==> src/rtl/regfile_wb_arbiter.sv <==
`timescale 1ns/1ps
`default_nettype none
// ============================================================================
//  Module      : regfile_wb_arbiter
//  Description : Writeback scheduler for a dual-write-port register file.
//                Three producers (ALU0, ALU1, load unit) post results over
//                valid/ready into per-producer FIFOs. Each cycle up to two
//                heads are merged onto the two registered write ports.
//                The two ports never target the same register. Heads that
//                target r0 are discarded without using a port.
//  Revision    : 1.0  initial release
// ----------------------------------------------------------------------------
//  Ports
//    clk        in   1       rising-edge clock
//    rst        in   1       asynchronous reset, active-low
//    req_valid  in   3       producer i has a result
//    req_reg    in   3*AW    destination of producer i, [i*AW +: AW]
//    req_data   in   3*DW    result of producer i, [i*DW +: DW]
//    req_ready  out  3       producer i FIFO not full (state only)
//    we1/we2    out  1       write enable, port 1 / port 2
//    wr_reg1/2  out  AW      destination, port 1 / port 2
//    wr_data1/2 out  DW      data, port 1 / port 2
//    idle       out  1       all FIFOs empty and no write in flight
//    stall_cnt  out  32      saturating stall counter (WB_STALL_CNT_EN only)
//  Build option
//    WB_STALL_CNT_EN : adds the stall_cnt output and its counter.
// ============================================================================
module regfile_wb_arbiter #(
    parameter int DEPTH = 2,
    parameter int DW    = 32,
    parameter int AW    = 5
) (
    input  logic              clk,
    input  logic              rst,
    input  logic [2:0]        req_valid,
    input  logic [3*AW-1:0]   req_reg,
    input  logic [3*DW-1:0]   req_data,
    output logic [2:0]        req_ready,
    output logic              we1,
    output logic [AW-1:0]     wr_reg1,
    output logic [DW-1:0]     wr_data1,
    output logic              we2,
    output logic [AW-1:0]     wr_reg2,
    output logic [DW-1:0]     wr_data2,
    output logic              idle
`ifdef WB_STALL_CNT_EN
    ,
    output logic [31:0]       stall_cnt
`endif
);

    localparam int PW = $clog2(DEPTH) + 1;
    localparam int NP = 3;

    // Per-producer status and head views, packed by producer index.
    logic [NP-1:0]    w_full;
    logic [NP-1:0]    w_empty;
    logic [NP-1:0]    w_cand;
    logic [NP-1:0]    w_drop;
    logic [NP-1:0]    w_gnt;
    logic [NP-1:0]    w_pop;
    logic [NP*AW-1:0] w_head_reg;
    logic [NP*DW-1:0] w_head_data;

    // ------------------------------------------------------------------
    // Producer FIFOs. The extra pointer bit separates full from empty.
    // ------------------------------------------------------------------
    generate
        for (genvar gi = 0; gi < NP; gi++) begin : g_fifo
            logic [AW-1:0] r_mem_reg  [DEPTH];
            logic [DW-1:0] r_mem_data [DEPTH];
            logic [PW-1:0] r_wptr;
            logic [PW-1:0] r_rptr;
            logic          w_push;

            assign w_full[gi]  = (r_wptr[PW-1] != r_rptr[PW-1]) &&
                                 (r_wptr[PW-2:0] == r_rptr[PW-2:0]);
            assign w_empty[gi] = (r_wptr == r_rptr);
            assign w_push      = req_valid[gi] & ~w_full[gi];

            always_ff @(posedge clk or negedge rst) begin
                if (!rst) begin
                    r_wptr <= '0;
                    r_rptr <= '0;
                end else begin
                    if (w_push)
                        r_wptr <= r_wptr + 1'b1;
                    if (w_pop[gi])
                        r_rptr <= r_rptr + 1'b1;
                end
            end

            // Storage needs no reset: it is only observed when non-empty.
            always_ff @(posedge clk) begin
                if (w_push) begin
                    r_mem_reg[r_wptr[PW-2:0]]  <= req_reg[gi*AW +: AW];
                    r_mem_data[r_wptr[PW-2:0]] <= req_data[gi*DW +: DW];
                end
            end

            assign w_head_reg[gi*AW +: AW]  = r_mem_reg[r_rptr[PW-2:0]];
            assign w_head_data[gi*DW +: DW] = r_mem_data[r_rptr[PW-2:0]];
            assign w_cand[gi] = ~w_empty[gi] && (w_head_reg[gi*AW +: AW] != '0);
            assign w_drop[gi] = ~w_empty[gi] && (w_head_reg[gi*AW +: AW] == '0);
        end
    endgenerate

    assign req_ready = ~w_full;

    // ------------------------------------------------------------------
    // Selection helpers (index values 0..2 only).
    // ------------------------------------------------------------------
    function automatic logic f_bit(input logic [1:0] s, input logic [NP-1:0] v);
        case (s)
            2'd1:    return v[1];
            2'd2:    return v[2];
            default: return v[0];
        endcase
    endfunction

    function automatic logic [AW-1:0] f_reg(input logic [1:0] s, input logic [NP*AW-1:0] v);
        case (s)
            2'd1:    return v[AW +: AW];
            2'd2:    return v[2*AW +: AW];
            default: return v[0 +: AW];
        endcase
    endfunction

    function automatic logic [DW-1:0] f_data(input logic [1:0] s, input logic [NP*DW-1:0] v);
        case (s)
            2'd1:    return v[DW +: DW];
            2'd2:    return v[2*DW +: DW];
            default: return v[0 +: DW];
        endcase
    endfunction

    function automatic logic [NP-1:0] f_dec(input logic [1:0] s);
        case (s)
            2'd1:    return 3'b010;
            2'd2:    return 3'b100;
            default: return 3'b001;
        endcase
    endfunction

    // ------------------------------------------------------------------
    // Round-robin grant
    // ------------------------------------------------------------------
    logic [1:0] r_rr_ptr;
    logic [1:0] w_ord1;
    logic [1:0] w_ord2;
    logic       w_g1_vld;
    logic [1:0] w_g1_idx;
    logic       w_g2_vld;
    logic [1:0] w_g2_idx;
    logic [1:0] w_last;
    logic [1:0] w_rr_next;

    assign w_ord1 = (r_rr_ptr == 2'd2) ? 2'd0 : r_rr_ptr + 2'd1;
    assign w_ord2 = (r_rr_ptr == 2'd0) ? 2'd2 : r_rr_ptr - 2'd1;

    // Port 1 takes the first candidate in priority order; port 2 takes the
    // next candidate whose destination differs. A same-destination
    // candidate is passed over and stays at its head.
    always_comb begin
        w_g1_vld = 1'b0;
        w_g1_idx = 2'd0;
        w_g2_vld = 1'b0;
        w_g2_idx = 2'd0;
        if (f_bit(r_rr_ptr, w_cand)) begin
            w_g1_vld = 1'b1;
            w_g1_idx = r_rr_ptr;
        end
        if (f_bit(w_ord1, w_cand)) begin
            if (!w_g1_vld) begin
                w_g1_vld = 1'b1;
                w_g1_idx = w_ord1;
            end else if (f_reg(w_ord1, w_head_reg) != f_reg(w_g1_idx, w_head_reg)) begin
                w_g2_vld = 1'b1;
                w_g2_idx = w_ord1;
            end
        end
        if (f_bit(w_ord2, w_cand)) begin
            if (!w_g1_vld) begin
                w_g1_vld = 1'b1;
                w_g1_idx = w_ord2;
            end else if (!w_g2_vld &&
                         (f_reg(w_ord2, w_head_reg) != f_reg(w_g1_idx, w_head_reg))) begin
                w_g2_vld = 1'b1;
                w_g2_idx = w_ord2;
            end
        end
    end

    assign w_gnt = (f_dec(w_g1_idx) & {NP{w_g1_vld}}) |
                   (f_dec(w_g2_idx) & {NP{w_g2_vld}});
    // r0 heads leave in the same cycle without occupying a port.
    assign w_pop = w_gnt | w_drop;

    // Port 2, when used, always holds the later index in priority order.
    assign w_last    = w_g2_vld ? w_g2_idx : w_g1_idx;
    assign w_rr_next = (w_last == 2'd2) ? 2'd0 : w_last + 2'd1;

    // ------------------------------------------------------------------
    // Output registers and round-robin pointer
    // ------------------------------------------------------------------
    logic          r_we1;
    logic [AW-1:0] r_wr_reg1;
    logic [DW-1:0] r_wr_data1;
    logic          r_we2;
    logic [AW-1:0] r_wr_reg2;
    logic [DW-1:0] r_wr_data2;

    always_ff @(posedge clk or negedge rst) begin
        if (!rst) begin
            r_rr_ptr   <= 2'd0;
            r_we1      <= 1'b0;
            r_wr_reg1  <= '0;
            r_wr_data1 <= '0;
            r_we2      <= 1'b0;
            r_wr_reg2  <= '0;
            r_wr_data2 <= '0;
        end else begin
            r_we1 <= w_g1_vld;
            r_we2 <= w_g2_vld;
            if (w_g1_vld) begin
                r_wr_reg1  <= f_reg(w_g1_idx, w_head_reg);
                r_wr_data1 <= f_data(w_g1_idx, w_head_data);
            end
            if (w_g2_vld) begin
                r_wr_reg2  <= f_reg(w_g2_idx, w_head_reg);
                r_wr_data2 <= f_data(w_g2_idx, w_head_data);
            end
            if (w_g1_vld)
                r_rr_ptr <= w_rr_next;
        end
    end

    assign we1      = r_we1;
    assign wr_reg1  = r_wr_reg1;
    assign wr_data1 = r_wr_data1;
    assign we2      = r_we2;
    assign wr_reg2  = r_wr_reg2;
    assign wr_data2 = r_wr_data2;
    assign idle     = (&w_empty) & ~r_we1 & ~r_we2;

`ifdef WB_STALL_CNT_EN
    // ------------------------------------------------------------------
    // Stall counter: back-pressure seen by a producer, or a live head
    // left waiting this cycle.
    // ------------------------------------------------------------------
    logic [31:0] r_stall_cnt;
    logic        w_stall;

    assign w_stall = (|(req_valid & w_full)) | (|(w_cand & ~w_gnt));

    always_ff @(posedge clk or negedge rst) begin
        if (!rst)
            r_stall_cnt <= '0;
        else if (w_stall && (r_stall_cnt != 32'hFFFF_FFFF))
            r_stall_cnt <= r_stall_cnt + 32'd1;
    end

    assign stall_cnt = r_stall_cnt;
`endif

endmodule
`default_nettype wire
==> config.mk <==
export PLATFORM = sky130hd
export DESIGN_NAME = regfile_wb_arbiter
export DESIGN_NICKNAME = d
export VERILOG_FILES = /design/src/rtl/regfile_wb_arbiter.sv
export SDC_FILE = /design/constraint.sdc
export NUM_CORES = 1
export LEC_CHECK = 0
export CAP_MARGIN = 20
export CORE_MARGIN = 2
export CORE_UTILIZATION = 61
export CTS_BUF_LIST = sky130_fd_sc_hd__clkbuf_4
export DETAILED_ROUTE_END_ITERATION = 8
export HOLD_SLACK_MARGIN = 0.03
export PLACE_DENSITY_LB_ADDON = 0.12
export SYNTH_ARGS = -nofsm -noshare
export SYNTH_HDL_FRONTEND = slang
export SYNTH_SLANG_ARGS = --single-unit
==> constraint.sdc <==
create_clock -name clk -period 16.5 [get_ports clk]
set_clock_uncertainty 0.2 [all_clocks]
set_input_delay 2.475 -clock clk [delete_from_list [all_inputs] [get_ports clk]]
set_output_delay 2.475 -clock clk [all_outputs]
set_load 0.03 [all_outputs]
== Yosys cells after proc, flatten, opt, wreduce, memory -nomap -nowiden ==
Memory sizes are Yosys's and may differ from the RTL's.
Index checks and enable logic that the tools add are counted.

* Div/mod/pow operators: 0
* $add $sub $neg: 9
* Magnitude comparators: 0
* Equality and inequality tests: 26
* Mux-type cells: 51
* Bitwise logic cells: 18
* Shift-type cells: 0
* $mul: 0
* Reductions and logical operators: 19

{| class="wikitable"
|+ Operators by type and width
! operator !! number
|-
| case mux 32 bit (2 select lines) || 2
|-
| case mux 5 bit (2 select lines) || 6
|-
| 2-to-1 mux 5 bit || 8
|-
| 2-to-1 mux 2 bit || 15
|-
| adder 2 x 1 -> 2 bit, second input constant || 8
|-
| == test 2 bit, second input constant || 8
|-
| logical NOT 5 bit || 3
|-
| 2-to-1 mux 1 bit || 15
|-
| nonzero test 5 bit || 3
|-
| == test 2 x 1 -> 1 bit, second input constant || 7
|-
| case mux 3 bit (2 select lines) || 2
|-
| logical AND 1 bit || 10
|-
| inequality test 5 bit || 2
|-
| inverter 1 bit || 8
|-
| AND 3 bit || 2
|-
| == test 2 bit || 3
|-
| OR 3 bit || 2
|-
| case mux 1 bit (2 select lines) || 3
|-
| AND 1 bit || 5
|-
| == test 1 bit || 3
|-
| inequality test 1 bit || 3
|-
| inverter 3 bit || 1
|-
| AND reduction 3 bit || 1
|-
| logical NOT 2 bit || 1
|-
| 2 further kinds || 2
|}

* Bits in writable memories: 222
* Output and inout bits: 80
* Memories kept: 6
* Latch bits: 0
* ROM bits: 0
* Input bits: 116
* Register bits: 90

{| class="wikitable"
|+ Memory list
! memory !! depth !! bits a word !! read ports !! clocked after Yosys merged registers in !! wr ports !! line !! text
|-
| g_fifo[0].r_mem_data || 2 || 32 || 1 || 0 || 1 || 71 || <nowiki>logic [DW-1:0] r_mem_data [DEPTH];</nowiki>
|-
| g_fifo[1].r_mem_data || 2 || 32 || 1 || 0 || 1 || 71 ||
|-
| g_fifo[2].r_mem_data || 2 || 32 || 1 || 0 || 1 || 71 ||
|-
| g_fifo[0].r_mem_reg || 2 || 5 || 1 || 0 || 1 || 70 || <nowiki>logic [AW-1:0] r_mem_reg [DEPTH];</nowiki>
|-
| g_fifo[1].r_mem_reg || 2 || 5 || 1 || 0 || 1 || 70 ||
|-
| g_fifo[2].r_mem_reg || 2 || 5 || 1 || 0 || 1 || 70 ||
|}

== Longest topological paths before layout ==
Gate-level depths: netlist of the first run.

* Depth in word-level cells: 23
* Gate-level depth with buffers: 25
* Depth with buffers taken out: 21

== Worst setup path after synthesis of the first run ==
OpenSTA, ideal clock, no wires.

* Kind: register to register
* Start point: reg g_fifo[2].r_rptr[0]
* End point: reg r_wr_data2[0], in the netlist wr_data2[0]
* Setup slack: 11,296 ps
* Required time: 16,213 ps
* Path buffers: 5
* Arrival time: 4,916 ps
* Period minus slack after synthesis: 5,204 ps
* Stages on the path, launching flop included: 24
* Cell sequence: dfrtp_1 -> buf_6 -> or4_4 -> a211oi_4 -> o32ai_2 -> mux2i_4 -> nor2_1 -> a31oi_1 -> inv_1 -> ha_1 -> buf_1 -> a221o_1 -> a22o_1 -> a211oi_1 -> nand4_1 -> nand3_1 -> mux2_4 -> inv_1 -> ha_1 -> clkbuf_1 -> or3b_1 -> buf_4 -> buf_6 -> o2111ai_2

* Cells in the longest elaborated chain, start to end: 20
* Elaborated cells between the ends (all ways): 49

{| class="wikitable"
|+ Ends and longest elaborated chain
! item !! line !! text
|-
| start, declared || 73 || <nowiki>logic [PW-1:0] r_rptr;</nowiki>
|-
| start signal, assigned || 89 || <nowiki>r_rptr <= r_rptr + 1'b1;</nowiki>
|-
| memory (2 x 5 bit) / == test 2 bit (equally long branches) || - ||
|-
| nonzero test 5 bit / inverter 1 bit (equally long branches) || 103 || <nowiki>assign w_cand[gi] = ~w_empty[gi] && (w_head_reg[gi*AW +: AW] != '0);</nowiki>
|-
| logical AND 1 bit || 103 ||
|-
| case mux 1 bit (2 select lines) || 114 || <nowiki>case (s)</nowiki>
|-
| 2-to-1 mux 2 bit || 169 || <nowiki>if (f_bit(r_rr_ptr, w_cand)) begin</nowiki>
|-
| == test 2 bit / == test 2 x 1 -> 1 bit (equally long branches) || 122 || <nowiki>case (s)</nowiki>
|-
| case mux 5 bit (2 select lines) || 122 ||
|-
| 2-to-1 mux 5 bit || 174 || <nowiki>if (!w_g1_vld) begin</nowiki>
|-
| [... 4 more ...] || - ||
|-
| 2-to-1 mux 1 bit || 173 || <nowiki>if (f_bit(w_ord1, w_cand)) begin</nowiki>
|-
| logical NOT 1 bit || 186 || <nowiki>end else if (!w_g2_vld &&</nowiki>
|-
| logical AND 1 bit || 186 ||
|-
| 2-to-1 mux 2 bit || 186 ||
|-
| 2-to-1 mux 2 bit || 183 || <nowiki>if (!w_g1_vld) begin</nowiki>
|-
| 2-to-1 mux 2 bit || 182 || <nowiki>if (f_bit(w_ord2, w_cand)) begin</nowiki>
|-
| == test 2 bit / == test 2 x 1 -> 1 bit (equally long branches) || 130 || <nowiki>case (s)</nowiki>
|-
| case mux 32 bit (2 select lines) || 130 ||
|-
| end signal, assigned || 231 || <nowiki>r_wr_data2 <= f_data(w_g2_idx, w_head_data);</nowiki>
|-
| end, declared || 211 || <nowiki>logic [DW-1:0] r_wr_data2;</nowiki>
|}

Several ways; a longest one is shown, not always the timed one. The select of a mux whose other input is x is not followed.
A chain may end at the register's enable or synchronous reset.

== Final worst setup path of the first run ==
* Start point: reg g_fifo[0].r_rptr[0]
* End point: reg r_wr_data2[5], in the netlist wr_data2[5]

* Cells in the longest elaborated chain, start to end: 20
* Elaborated cells between the ends (all ways): 49

{| class="wikitable"
|+ Ends and longest elaborated chain
! item !! line
|-
| start, declared || 73
|-
| start signal, assigned || 89
|-
| memory (2 x 5 bit) / == test 2 bit (equally long branches) || -
|-
| nonzero test 5 bit / inverter 1 bit (equally long branches) || 103
|-
| logical AND 1 bit || 103
|-
| case mux 1 bit (2 select lines) || 114
|-
| 2-to-1 mux 2 bit || 169
|-
| == test 2 bit / == test 2 x 1 -> 1 bit (equally long branches) || 122
|-
| case mux 5 bit (2 select lines) || 122
|-
| 2-to-1 mux 5 bit || 174
|-
| [... 4 more ...] || -
|-
| 2-to-1 mux 1 bit || 173
|-
| logical NOT 1 bit || 186
|-
| logical AND 1 bit || 186
|-
| 2-to-1 mux 2 bit || 186
|-
| 2-to-1 mux 2 bit || 183
|-
| 2-to-1 mux 2 bit || 182
|-
| == test 2 bit / == test 2 x 1 -> 1 bit (equally long branches) || 130
|-
| case mux 32 bit (2 select lines) || 130
|}

Several ways; a longest one is shown, not always the timed one. The select of a mux whose other input is x is not followed.

==> impl_summary.md, run 1 <==
Worst setup path
At the worst endpoint, the required time is 16880 ps. The kind of end point of the critical path is a flop. The startpoint-to-endpoint class of the critical path is reg -> reg. In this run the worst path has a maximum fanout of 44. The startpoint identified for the worst register-to-register timing path is g_fifo[0].r_rptr[0]. STA classifies the critical path startpoint as a flop. The slack of the worst reg-to-reg path is 9290 ps.

At the worst endpoint, the arrival time is 7590 ps. The length in cells of the worst reg-to-reg path is 20. The endpoint identified for the worst register-to-register timing path is wr_data2[5].

Routing
The met3 wirelength from detailed routing is 3080 um. The count of nets left with antenna violations once routing finished came out at 0. The via total after detailed routing is 9903. Routed signal wires occupy layers up through met4. Detailed routing placed a total of 18600 um of wire on met2. The wire length per cell after detailed routing is 22.8 um. The pre-antenna-repair detailed-routing pass consisted of 6 iterations. The wire length reported by the detailed router is 36800 um. The routed metal-1 wirelength is 14600 um. The number of design-rule violations left by the first detailed-router iteration is 870. Using the TritonRoute via totals, the vias-per-cell ratio works out to 6.14.

The number of remaining DRC errors is 0.

STA
Based on the critical path, the design can be clocked at up to 139 MHz. The max-slew violation count is 0. For the pin with the worst max-slew slack, the measured transition is 1050 ps. Adding up every negative setup slack in the final design gives 0 ps.

Setup repair after global routing left no endpoint under its margin. The period utilization is 43.7%. The final setup violation count is 0.

The count of endpoints failing hold in the final timing report was 0. The worst pin sits at a relative slew slack of 30.1%. The time the worst path needs with I/O delays and setup is 7210 ps.

Synthesis
The warning count from the yosys run is 0. The net count after synthesis is 1159. The proportion of synthesized flip-flops having asynchronous set or reset is 28.8%.

In this run, synthesis inferred 222 flip-flops with an integrated enable. The post-synthesis cell type count is 65. After synthesis, the cell types taking the most area are sky130_fd_sc_hd__edfxtp_1 48%, sky130_fd_sc_hd__dfrtp_1 16%, sky130_fd_sc_hd__mux2i_1 6.6%, sky130_fd_sc_hd__nand2_1 3.4%, sky130_fd_sc_hd__o2111ai_2 2.6%.

The most common cell in the synthesized netlist is sky130_fd_sc_hd__edfxtp_1. The commonest cells after synthesis are 222 x sky130_fd_sc_hd__edfxtp_1, 126 x sky130_fd_sc_hd__nand2_1, 92 x sky130_fd_sc_hd__mux2i_1, 90 x sky130_fd_sc_hd__dfrtp_1, 54 x sky130_fd_sc_hd__o21ai_0. The share of synthesized area in the top cell type comes to 48.1%. The synthesized cell area is 0.0139 sq mm. Counting every instance in the synthesized netlist gives 1030. Among all flip-flop cells after synthesis, the most frequent one is sky130_fd_sc_hd__edfxtp_1.

The fraction of the yosys area taken by sequential cells is 64.3%. The biggest area contributor in the post-synthesis netlist is sky130_fd_sc_hd__edfxtp_1. The number of storage elements in the synthesis netlist is 312. In this run the mean area of a mapped cell was 13.5 sq um.

Worst hold path
The worst hold path class is reg -> reg. The worst-case hold path end point is wr_data1[28]. The launch point of the worst hold path is wr_data1[28]. The worst hold path depth is 1.

Clocking
The number of buffers inserted to repair setup after CTS is 0. Buffers inserted during clock tree synthesis total 80. The number of H-tree levels is 3. After clock tree synthesis, the flow added hold-fix buffers numbering 0. The clock passes through at most 3 buffers. TritonCTS built the clock tree. The root buffer cell chosen for the clock tree is sky130_fd_sc_hd__clkbuf_4. The number of gates resized after CTS was 0. Clock-pin slew was measured on the worst setup and hold paths at 80 ps.

At the later pin of the worst-skew pair, clock insertion delay measures 710 ps. For this design, the sink count on the clock tree is 312.

Finish
The finished layout cell area is 0.0172 sq mm. The layout overhead on the synthesized area is 24.0%. After the last flow step, the layout net total stands at 1389. The number of flip-flops under the largest register name is 192. The fill cell instance count of the final layout is 1434. The share of layout cells above drive strength 1 is 17.6%.

The area of all sequential standard cells is 0.00892 sq mm. The area occupied by multi-input gates is 0.00462 sq mm.

Global route
The pin count of the biggest net entering global routing is 76. The via count of the first global-routing pass is 10100. The first global-routing pass estimated 56200 um of wire. The overall track demand over capacity in global routing is 31.0%. The number of antenna violations at the first check in global routing is 2.

Summed over all layers, the global routing overflow is 0.

Placed design
The wire-length estimate of the detail-placed layout is 22700 um. The number of I/O port buffers is 195. Routability-driven placement finished with a final weighted congestion of 0.874. The placed standard-cell area is 0.0161 sq mm.

Die
The number of top-level pins is 196. The placeable core region is 0.0225 sq mm. The number of standard-cell rows in the floorplan is 55. The initial cell density of the core is 61.6%. The die is 155 um wide. In this run the vertical extent of the chip is 155 um. The die covers 0.0240 sq mm.

Outcome
The flow ran to the end, and the final reports show no timing, DRC or antenna violations.

Job
The number of maximum-capacitance constraint violations is 0.
how the worst max path moves through the flow:
stage,start,slack [ps],to
4_1_cts,g_fifo[0].r_rptr[0],9370,wr_data2[5]
5_1_grt,g_fifo[0].r_rptr[0],8910,wr_data2[7]
3_5_place_dp,g_fifo[2].r_rptr[0],9440,wr_data2[13]
3_3_place_gp,g_fifo[2].r_rptr[0],9630,wr_data2[16]
6_report,g_fifo[0].r_rptr[0],9290,wr_data2[5]
2_1_floorplan,g_fifo[2].r_rptr[0],11300,wr_data2[0]
layout by cell type, fill, tap and decap left out, types with 4 or more instances in the layout:
| master | count |
|---|---|
| sky130_fd_sc_hd__edfxtp_1 | 222 |
| sky130_fd_sc_hd__clkdlybuf4s50_1 | 194 |
| sky130_fd_sc_hd__clkbuf_4 | 132 |
| sky130_fd_sc_hd__nand2_1 | 126 |
| sky130_fd_sc_hd__mux2i_1 | 92 |
| sky130_fd_sc_hd__dfrtp_1 | 87 |
| sky130_fd_sc_hd__o21ai_0 | 54 |
| sky130_fd_sc_hd__a21oi_1 | 37 |
| sky130_fd_sc_hd__or3_1 | 31 |
| sky130_fd_sc_hd__inv_1 | 25 |
| sky130_fd_sc_hd__a211oi_1 | 24 |
| sky130_fd_sc_hd__o2111ai_2 | 24 |
| sky130_fd_sc_hd__mux2_2 | 23 |
| sky130_fd_sc_hd__o22ai_1 | 23 |
| sky130_fd_sc_hd__nor2_1 | 21 |
| sky130_fd_sc_hd__buf_4 | 16 |
| sky130_fd_sc_hd__a221oi_1 | 15 |
| sky130_fd_sc_hd__a21o_1 | 15 |
| sky130_fd_sc_hd__xor2_1 | 12 |
| sky130_fd_sc_hd__xnor2_1 | 12 |
| sky130_fd_sc_hd__nand3_1 | 12 |
| sky130_fd_sc_hd__ha_1 | 11 |
| sky130_fd_sc_hd__clkinv_1 | 9 |
| sky130_fd_sc_hd__o2111ai_1 | 7 |
| sky130_fd_sc_hd__a221o_1 | 6 |
| sky130_fd_sc_hd__a22oi_1 | 6 |
| sky130_fd_sc_hd__nor3_1 | 5 |
| sky130_fd_sc_hd__nor2b_1 | 4 |
| sky130_fd_sc_hd__nand2b_1 | 4 |
| sky130_fd_sc_hd__nor2_4 | 4 |
| sky130_fd_sc_hd__a21boi_0 | 4 |
through the flow:
stage	utilization [%]	worst slack (ps)	hold slack, ps	cells
after global placement	71.3	9630	261	1460
final	76.4	9290	276	1613
after CTS	76.1	9370	280	1608
after global routing	76.4	8910	296	1612
after floorplan	-	11300	260	1030
after detailed placement	71.3	9440	266	1460
routing by layer:
metal | global-route usage [%] | vias up
li1 | - | 4468
met4 | 10.1 | 0
met5 | 0 | -
met1 | 41.2 | 4884
met2 | 51.6 | 500
met3 | 6.61 | 51
area by class of cell:
type,instances,area share (%)
antenna,2,0.0291
clock buffer,132,5.76
clock inverter,16,0.487
inverter,25,0.546
multi-input combinational,628,26.9
sequential,312,51.9
tap,285,2.07
timing repair buffer,213,12.4
cell families (layout without fill, tap and decap cells):
logic type,after synthesis,count (layout),share of synthesized area (%)
and+or+nand+nor,227,227,7.68
buffers and inverters,90,386,2.78
adders and majority gates,13,13,1.17
xor gates and xnor gates,24,24,1.52
other,0,2,0
muxes,119,119,8.99
DFF,312,312,64.3
AOI/OAI and AO/OA,245,245,13.6
worst max-delay path: stages (launching register included):
cell	delay, ps
sky130_fd_sc_hd__dfrtp_2	350
sky130_fd_sc_hd__buf_4	620
sky130_fd_sc_hd__mux2i_1	580
sky130_fd_sc_hd__a21boi_1	300
sky130_fd_sc_hd__mux2i_4	260
sky130_fd_sc_hd__nor2_1	100
sky130_fd_sc_hd__a31oi_1	270
sky130_fd_sc_hd__inv_1	80
sky130_fd_sc_hd__ha_1	400
sky130_fd_sc_hd__a221o_1	320
sky130_fd_sc_hd__a22o_1	240
sky130_fd_sc_hd__a211oi_1	260
sky130_fd_sc_hd__nand4_1	330
sky130_fd_sc_hd__nand3_1	190
sky130_fd_sc_hd__mux2_4	190
sky130_fd_sc_hd__inv_1	60
sky130_fd_sc_hd__ha_2	940
sky130_fd_sc_hd__inv_1	480
sky130_fd_sc_hd__buf_4	360
sky130_fd_sc_hd__or3_1	420
sky130_fd_sc_hd__o2111ai_2	90
Power of run 1 is not shown: default switching activity piles up to over one toggle a cycle in this logic, so the estimate is an artifact.
==> inputs of run 2 (changes only) <==
CORE_UTILIZATION = 57   (was 61)
clock period = 7.3 ns   (was 16.5 ns; I/O delays follow)
==> run 2 against run 1 <==
Net effect:
- cell count up 2.4%
- maximum frequency up 9.2%
- global-route usage down 1.3 points
- largest cell class unchanged
- highest routed layer unchanged
- non-clock buffer count up 4
==> impl_summary.md, run 2 (same netlist as run 1, synthesis figures left out) <==
Worst hold path
The worst hold path class is in -> async (was reg -> reg).

Die
The placeable core region came to 0.0241 sq mm (was 0.0225 sq mm). The number of top-level pins is 196 (unchanged). The number of standard-cell rows in the floorplan is 57 (was 55). The initial cell density of the core is 57.5% (was 61.6%). The floorplan die width is 160 um (was 155 um).

The area enclosed by the die boundary is 0.0256 sq mm (was 0.0240 sq mm). The die extent in y is 160 um (was 155 um).

Worst setup path
The length in cells of the worst reg-to-reg path is 20 (unchanged). The cell family contributing the most delay on the critical path is simple AND/OR/NAND/NOR gates (was buffers and inverters). The critical path capture point was wr_data2[23] (was wr_data2[5]). The slack of the worst reg-to-reg path is 700 ps (was 9290 ps). The startpoint-to-endpoint class of the critical path is reg -> reg (unchanged). The endpoint of the worst-slack reg-to-reg timing path is wr_data2[23] (was wr_data2[5]).

The nature of the critical path startpoint is a flop (unchanged). Crit path cell chain: buf_4, xnor2_1, nor2b_1, o32ai_2, mux2i_4, nor2_1, a31oi_1, inv_1, ha_1, a221o_1, a22o_1, a211oi_1, nand4_1, nand3_1, mux2_4, inv_1, ha_2, or3b_2, buf_4, o2111ai_1 (was buf_4, mux2i_1, a21boi_1, mux2i_4, nor2_1, a31oi_1, inv_1, ha_1, a221o_1, a22o_1, a211oi_1, nand4_1, nand3_1, mux2_4, inv_1, ha_2, inv_1, buf_4, or3_1, o2111ai_2). The logic depth of the worst setup path including buffers came to 20 (unchanged). The slowest cell on the critical path is sky130_fd_sc_hd__or3b_2 (was sky130_fd_sc_hd__ha_2). The source of the critical timing path is g_fifo[1].r_rptr[0] (was g_fifo[0].r_rptr[0]). The largest stage delay on the critical path is 740 ps (was 940 ps). The required time of the critical path is 7650 ps (was 16880 ps). The largest fanout on the critical path came to 32 (was 44). The kind of end point of the critical path is a flop (unchanged).

The worst endpoint data arrival time is 6950 ps (was 7590 ps). The critical register-to-register path startpoint is g_fifo[1].r_rptr[0] (was g_fifo[0].r_rptr[0]). The buffers plus inverters on the worst setup path was 4 (was 5).

STA
The highest attainable clock frequency was 151 MHz (was 139 MHz). The worst slew margin relative to its limit is 29.1% (was 30.1%). The slew at the pin closest to its max-slew limit is 1060 ps (was 1050 ps).

The count of endpoints failing hold in the final timing report is 0 (unchanged). The period utilization came to 90.5% (was 43.7%). The final setup violation count is 0 (unchanged). Unrepaired setup endpoints after global routing: no (unchanged). The time the worst path needs with I/O delays and setup came to 6600 ps (was 7210 ps). The sum of negative setup slack is 0 ps (unchanged). The worst-case hold slack is 106 ps (was 276 ps).

The max-slew violation count was 0 (unchanged).

Routing
The post-detailed-route count of antenna-violating nets was 0 (unchanged). The via total after detailed routing was 9913 (was 9903). The wire length per cell after detailed routing is 22.9 um (was 22.8 um). The wire length reported by the detailed router came to 37900 um (was 36800 um). The number of design-rule violations left by the first detailed-router iteration is 858 (was 870). The detailed-route vias per instance is 6.00 (was 6.14). The number of detailed-route iterations in the first pass is 7 (was 6). The number of remaining DRC errors was 0 (unchanged).

Finish
The utilization after layout was 71.4% (was 76.4%). The number of flip-flops under the largest register name was 192 (unchanged). The layout overhead on the synthesized area is 24.1% (was 24.0%). The number of nets at the end of the flow is 1391 (was 1389). The final standard cell count with taps included and fillers excluded is 1651 (was 1613).

The share of layout cells above drive strength 1 came to 17.4% (was 17.6%). The area of all sequential standard cells is 0.00892 sq mm (unchanged). The most common cell after layout, fill and taps aside is sky130_fd_sc_hd__edfxtp_1 (unchanged).

The area occupied by multi-input gates is 0.00462 sq mm (unchanged). The fill cell instance count of the final layout is 1738 (was 1434). Leading cell types in the layout, fill and taps excluded: 222 x sky130_fd_sc_hd__edfxtp_1, 194 x sky130_fd_sc_hd__clkdlybuf4s50_1, 127 x sky130_fd_sc_hd__clkbuf_4, 126 x sky130_fd_sc_hd__nand2_1, 92 x sky130_fd_sc_hd__mux2i_1 (was 222 x sky130_fd_sc_hd__edfxtp_1, 194 x sky130_fd_sc_hd__clkdlybuf4s50_1, 132 x sky130_fd_sc_hd__clkbuf_4, 126 x sky130_fd_sc_hd__nand2_1, 92 x sky130_fd_sc_hd__mux2i_1).

Clocking
The number of gates resized after CTS is 0 (unchanged). The cell chosen for the clock root is sky130_fd_sc_hd__clkbuf_4 (unchanged). The clock tree from TritonCTS is done (unchanged). The number of buffers created by CTS was 78 (was 80).

The number of buffers inserted for hold repair after clock tree synthesis came to 0 (unchanged). The clock edge transition at the registers on the reported setup and hold paths came to 70 ps (was 80 ps). The number of H-tree levels is 3 (unchanged). The total clock sinks is 312 (unchanged). The number of buffers inserted to repair setup after CTS is 0 (unchanged).

The clock insertion delay at the later pin of the skew report is 690 ps (was 710 ps). The number of buffers on the longest clock path is 3 (unchanged).

Global route
The number of antenna violations at the first check in global routing is 1 (was 2). The pin count of the biggest net entering global routing is 67 (was 76). The via count of the first global-routing pass is 10400 (was 10100). The total grt overflow is 0 (unchanged). The overall track demand over capacity in global routing is 29.8% (was 31.0%). The wire length of the first global-routing pass is 57900 um (was 56200 um).

Placed design
The final weighted congestion of routability-driven global placement was 0.910 (was 0.874). The placed instance count is 1505 (was 1460). The number of I/O port buffers is 195 (unchanged). The detailed-placement wirelength estimate is 23900 um (was 22700 um).

Job
The number of maximum-capacitance constraint violations is 0 (unchanged).

Outcome
Run status: finished clean (unchanged).
==> run 2: changes by cell type in the layout (fill, tap and decap cells not counted) <==
cell	before	now
sky130_fd_sc_hd__clkinv_1	9	13
sky130_fd_sc_hd__inv_1	25	24
sky130_fd_sc_hd__inv_2	0	1
sky130_fd_sc_hd__diode_2	2	1
sky130_fd_sc_hd__buf_4	16	21
sky130_fd_sc_hd__clkinvlp_4	3	1
sky130_fd_sc_hd__clkinv_2	2	1
sky130_fd_sc_hd__clkbuf_4	132	127
sky130_fd_sc_hd__buf_16	1	0
==> run 2: per-stage QoR <==
stage	setup slack, ps	cell area, sq um
final	697	17200
after detailed placement	761	16200
after global placement	944	16100
after global routing	297	17200
after floorplan	2100	13900
after CTS	747	17200
==> run 2: how the worst min path moves through the flow <==
stage,startpoint,endpoint,slack (ps),cells after the start
2_1_floorplan,g_fifo[0].r_wptr[1],g_fifo[0].r_wptr[1],260,1
3_3_place_gp,wr_data1[23],wr_data1[23],260,1
4_1_cts,rst,wr_reg1[2],80,1
6_report,rst,wr_reg1[2],110,1
3_5_place_dp,wr_data1[0],wr_data1[0],260,1
5_1_grt,rst,wr_reg1[2],80,1
==> run 2: final cells by class <==
cell class / instances / share of cell area (%)
multi-input combinational: 628 / 26.8
inverter: 25 / 0.545
sequential: 312 / 51.8
timing repair buffer: 217 / 12.4
clock inverter: 17 / 0.458
clock buffer: 127 / 5.54
tap: 324 / 2.35
antenna: 1 / 0.0145
==> run 2: metal layers <==
metal  vias to the layer above  track usage, %  routed length (um)
met1                      4894            39.1               15300
met4                         0            13.7                1450
met2                       464            48.7               18300
met3                       104            5.56                2760
met5                         -               0                   0
li1                       4451               -                   -
Power of run 2 is left out for the same reason.
==> inputs of run 3 (changes only) <==
CORE_UTILIZATION = 51   (was 57)
clock period = 5.9 ns   (was 7.3 ns; I/O delays follow)
==> run 3 against run 2 <==
Net effect:
- worst setup slack worse by 430 ps
- sequential cell count unchanged
- first-iteration DRC count down 14%
- maximum frequency up 17%
- worst hold slack better by 28 ps
- count of clock-buffer cells in the layout up 3
- via count down 1.0%
- critical path depth down 1
- register-to-register slack worse by 430 ps
- wire length down 1.2%
- non-clock buffer count up 11
- sequential share of layout area down 0.49 points
- largest cell class unchanged
==> impl_summary.md, run 3 (same netlist as run 1, synthesis figures left out) <==
Global route
The total grt overflow is 0 (unchanged). The pin count of the biggest net entering global routing was 65 (was 67). The via count of the first global-routing pass is 10000 (was 10400). The number of antenna violations at the first check in global routing came to 3 (was 1). The overall track demand over capacity in global routing is 26.6% (was 29.8%). The wire length of the first global-routing pass was 57200 um (was 57900 um).

Worst setup path
The largest fanout on the critical path is 23 (was 32). The source of the critical timing path is g_fifo[2].r_rptr[0] (was g_fifo[1].r_rptr[0]). The worst endpoint data arrival time is 6020 ps (was 6950 ps). The required time of the critical path came to 6280 ps (was 7650 ps). The critical register-to-register path startpoint is g_fifo[2].r_rptr[0] (was g_fifo[1].r_rptr[0]). The startpoint-to-endpoint class of the critical path was reg -> reg (unchanged). The nature of the critical path startpoint was a flop (unchanged).

The kind of end point of the critical path is a flop (unchanged).

Clocking
The number of H-tree levels is 3 (unchanged). The number of buffers on the longest clock path is 3 (unchanged). The clock insertion delay at the later pin of the skew report is 690 ps (about the same).

The cell chosen for the clock root is sky130_fd_sc_hd__clkbuf_4 (unchanged). The number of buffers created by CTS was 80 (was 78). The total clock sinks was 312 (unchanged).

The clock tree from TritonCTS is done (unchanged). The clock edge transition at the registers on the reported setup and hold paths is 70 ps (about the same).

Placed design
The final weighted congestion of routability-driven global placement is 0.882 (was 0.910). The minimum setup slack after placement came to 50.0 ps (was 761 ps). The detailed-placement wirelength estimate is 24000 um (was 23900 um). The number of I/O port buffers is 195 (unchanged).

The placed instance count is 1532 (was 1505).

Die
The number of top-level pins is 196 (unchanged). The placeable core region is 0.0268 sq mm (was 0.0241 sq mm). The area enclosed by the die boundary is 0.0285 sq mm (was 0.0256 sq mm). The number of standard-cell rows in the floorplan is 60 (was 57). The floorplan die width is 169 um (was 160 um). The initial cell density of the core is 51.7% (was 57.5%). The die extent in y is 169 um (was 160 um).

Routing
The wire length reported by the detailed router is 37400 um (was 37900 um). The number of remaining DRC errors is 0 (unchanged). The via total after detailed routing is 9813 (was 9913). The wire length per cell after detailed routing is 22.2 um (was 22.9 um). The number of design-rule violations left by the first detailed-router iteration is 738 (was 858). The number of detailed-route iterations in the first pass is 5 (was 7). The detailed-route vias per instance came to 5.82 (was 6.00).

The post-detailed-route count of antenna-violating nets is 0 (unchanged).

Finish
The share of layout cells above drive strength 1 was 18.6% (was 17.4%). The layout overhead on the synthesized area is 25.3% (was 24.1%). The fill cell instance count of the final layout came to 2103 (was 1738). The number of nets at the end of the flow was 1404 (was 1391). The utilization after layout is 64.8% (was 71.4%). The final standard cell count with taps included and fillers excluded is 1686 (was 1651).

The number of flip-flops under the largest register name was 192 (unchanged). The most common cell after layout, fill and taps aside is sky130_fd_sc_hd__edfxtp_1 (unchanged). Leading cell types in the layout, fill and taps excluded: 222 x sky130_fd_sc_hd__edfxtp_1, 194 x sky130_fd_sc_hd__clkdlybuf4s50_1, 130 x sky130_fd_sc_hd__clkbuf_4, 126 x sky130_fd_sc_hd__nand2_1, 92 x sky130_fd_sc_hd__mux2i_1 (was 222 x sky130_fd_sc_hd__edfxtp_1, 194 x sky130_fd_sc_hd__clkdlybuf4s50_1, 127 x sky130_fd_sc_hd__clkbuf_4, 126 x sky130_fd_sc_hd__nand2_1, 92 x sky130_fd_sc_hd__mux2i_1).

STA
The worst slew margin relative to its limit is 32.8% (was 29.1%). The time the worst path needs with I/O delays and setup is 5630 ps (was 6600 ps). Unrepaired setup endpoints after global routing: no (unchanged). The slew at the pin closest to its max-slew limit is 1010 ps (was 1060 ps). The final setup violation count is 0 (unchanged). The max-slew violation count was 0 (unchanged). The minimum setup slack in the final design is 270 ps (was 697 ps).

The highest attainable clock frequency is 178 MHz (was 151 MHz). The period utilization came to 95.4% (was 90.5%). The count of endpoints failing hold in the final timing report is 0 (unchanged). The sum of negative setup slack is 0 ps (unchanged).

Job
The number of maximum-capacitance constraint violations came to 0 (unchanged).

Worst hold path
The worst hold path class was in -> async (unchanged).

Outcome
Run status: finished clean (unchanged).
## run 3: cell types whose count changed in the layout (fill, tap and decap cells not counted), sizes merged
| cell | change |
|---|---|
| clkbuf | +3 |
| clkinv | -1 |
| diode | +1 |
| inv | +3 |
| buf | +11 |
| clkinvlp | +1 |
## run 3: worst paths after layout
kind                       slack, ps  cells past startpoint      endpoint
max                              270                     19  wr_data2[29]
min                              130                      1  wr_data2[30]
max reg2reg                      270                     19  wr_data2[29]
min reg2reg                      280                      2   wr_data1[7]
max in group asynchronous       4390                      2   wr_data1[9]
min in group clk                 280                      2   wr_data1[7]
## run 3: routing by layer
metal,part of all wire [%],global-route usage [%],up-vias
met5,0.035,0,-
met4,3.3,11.5,2
met3,6.6,4.98,91
met2,48,43.1,422
met1,42,35.4,4815
li1,-,-,4483
## run 3: metrics by stage
| step | hold slack, ps | cell area (sq um) |
|---|---|---|
| 2_1_floorplan | 260 | 13900 |
| 3_3_place_gp | 261 | 16300 |
| 3_5_place_dp | 268 | 16300 |
| 4_1_cts | 119 | 17300 |
| 5_1_grt | 171 | 17400 |
| 6_report | 134 | 17400 |
## run 3: what timing repair did
item	4_1_cts	5_1_grt
endpoints found under the setup margin	0	39
hold buffers	0	0
resized for setup	0	4
setup buffers	0	1
## run 3: final cells by class
class / count / area, sq um / share of cell area, %
sequential: 312 / 8920 / 51.3
clock inverter: 20 / 93.8 / 0.540
clock buffer: 130 / 976 / 5.62
antenna: 2 / 5.00 / 0.0288
inverter: 25 / 93.8 / 0.540
tap: 341 / 427 / 2.45
multi-input combinational: 628 / 4640 / 26.7
timing repair buffer: 228 / 2230 / 12.8
## run 3: worst max-delay path: stages (launching register included)
cell and delay, ps:
sky130_fd_sc_hd__dfrtp_2 500, sky130_fd_sc_hd__or4_4 570, sky130_fd_sc_hd__a211oi_4 330, sky130_fd_sc_hd__o32ai_2 180, sky130_fd_sc_hd__mux2i_4 230, sky130_fd_sc_hd__nor2_1 110
sky130_fd_sc_hd__a31oi_2 230, sky130_fd_sc_hd__inv_1 80, sky130_fd_sc_hd__ha_2 340, sky130_fd_sc_hd__a221o_1 300, sky130_fd_sc_hd__a22o_1 230, sky130_fd_sc_hd__a211oi_1 230
sky130_fd_sc_hd__nand4_1 200, sky130_fd_sc_hd__nand3_1 140, sky130_fd_sc_hd__mux2_4 170, sky130_fd_sc_hd__inv_1 60, sky130_fd_sc_hd__ha_2 380, sky130_fd_sc_hd__or3b_2 510
sky130_fd_sc_hd__buf_4 280, sky130_fd_sc_hd__o2111ai_1 270
Power of run 3 is left out for the same reason.
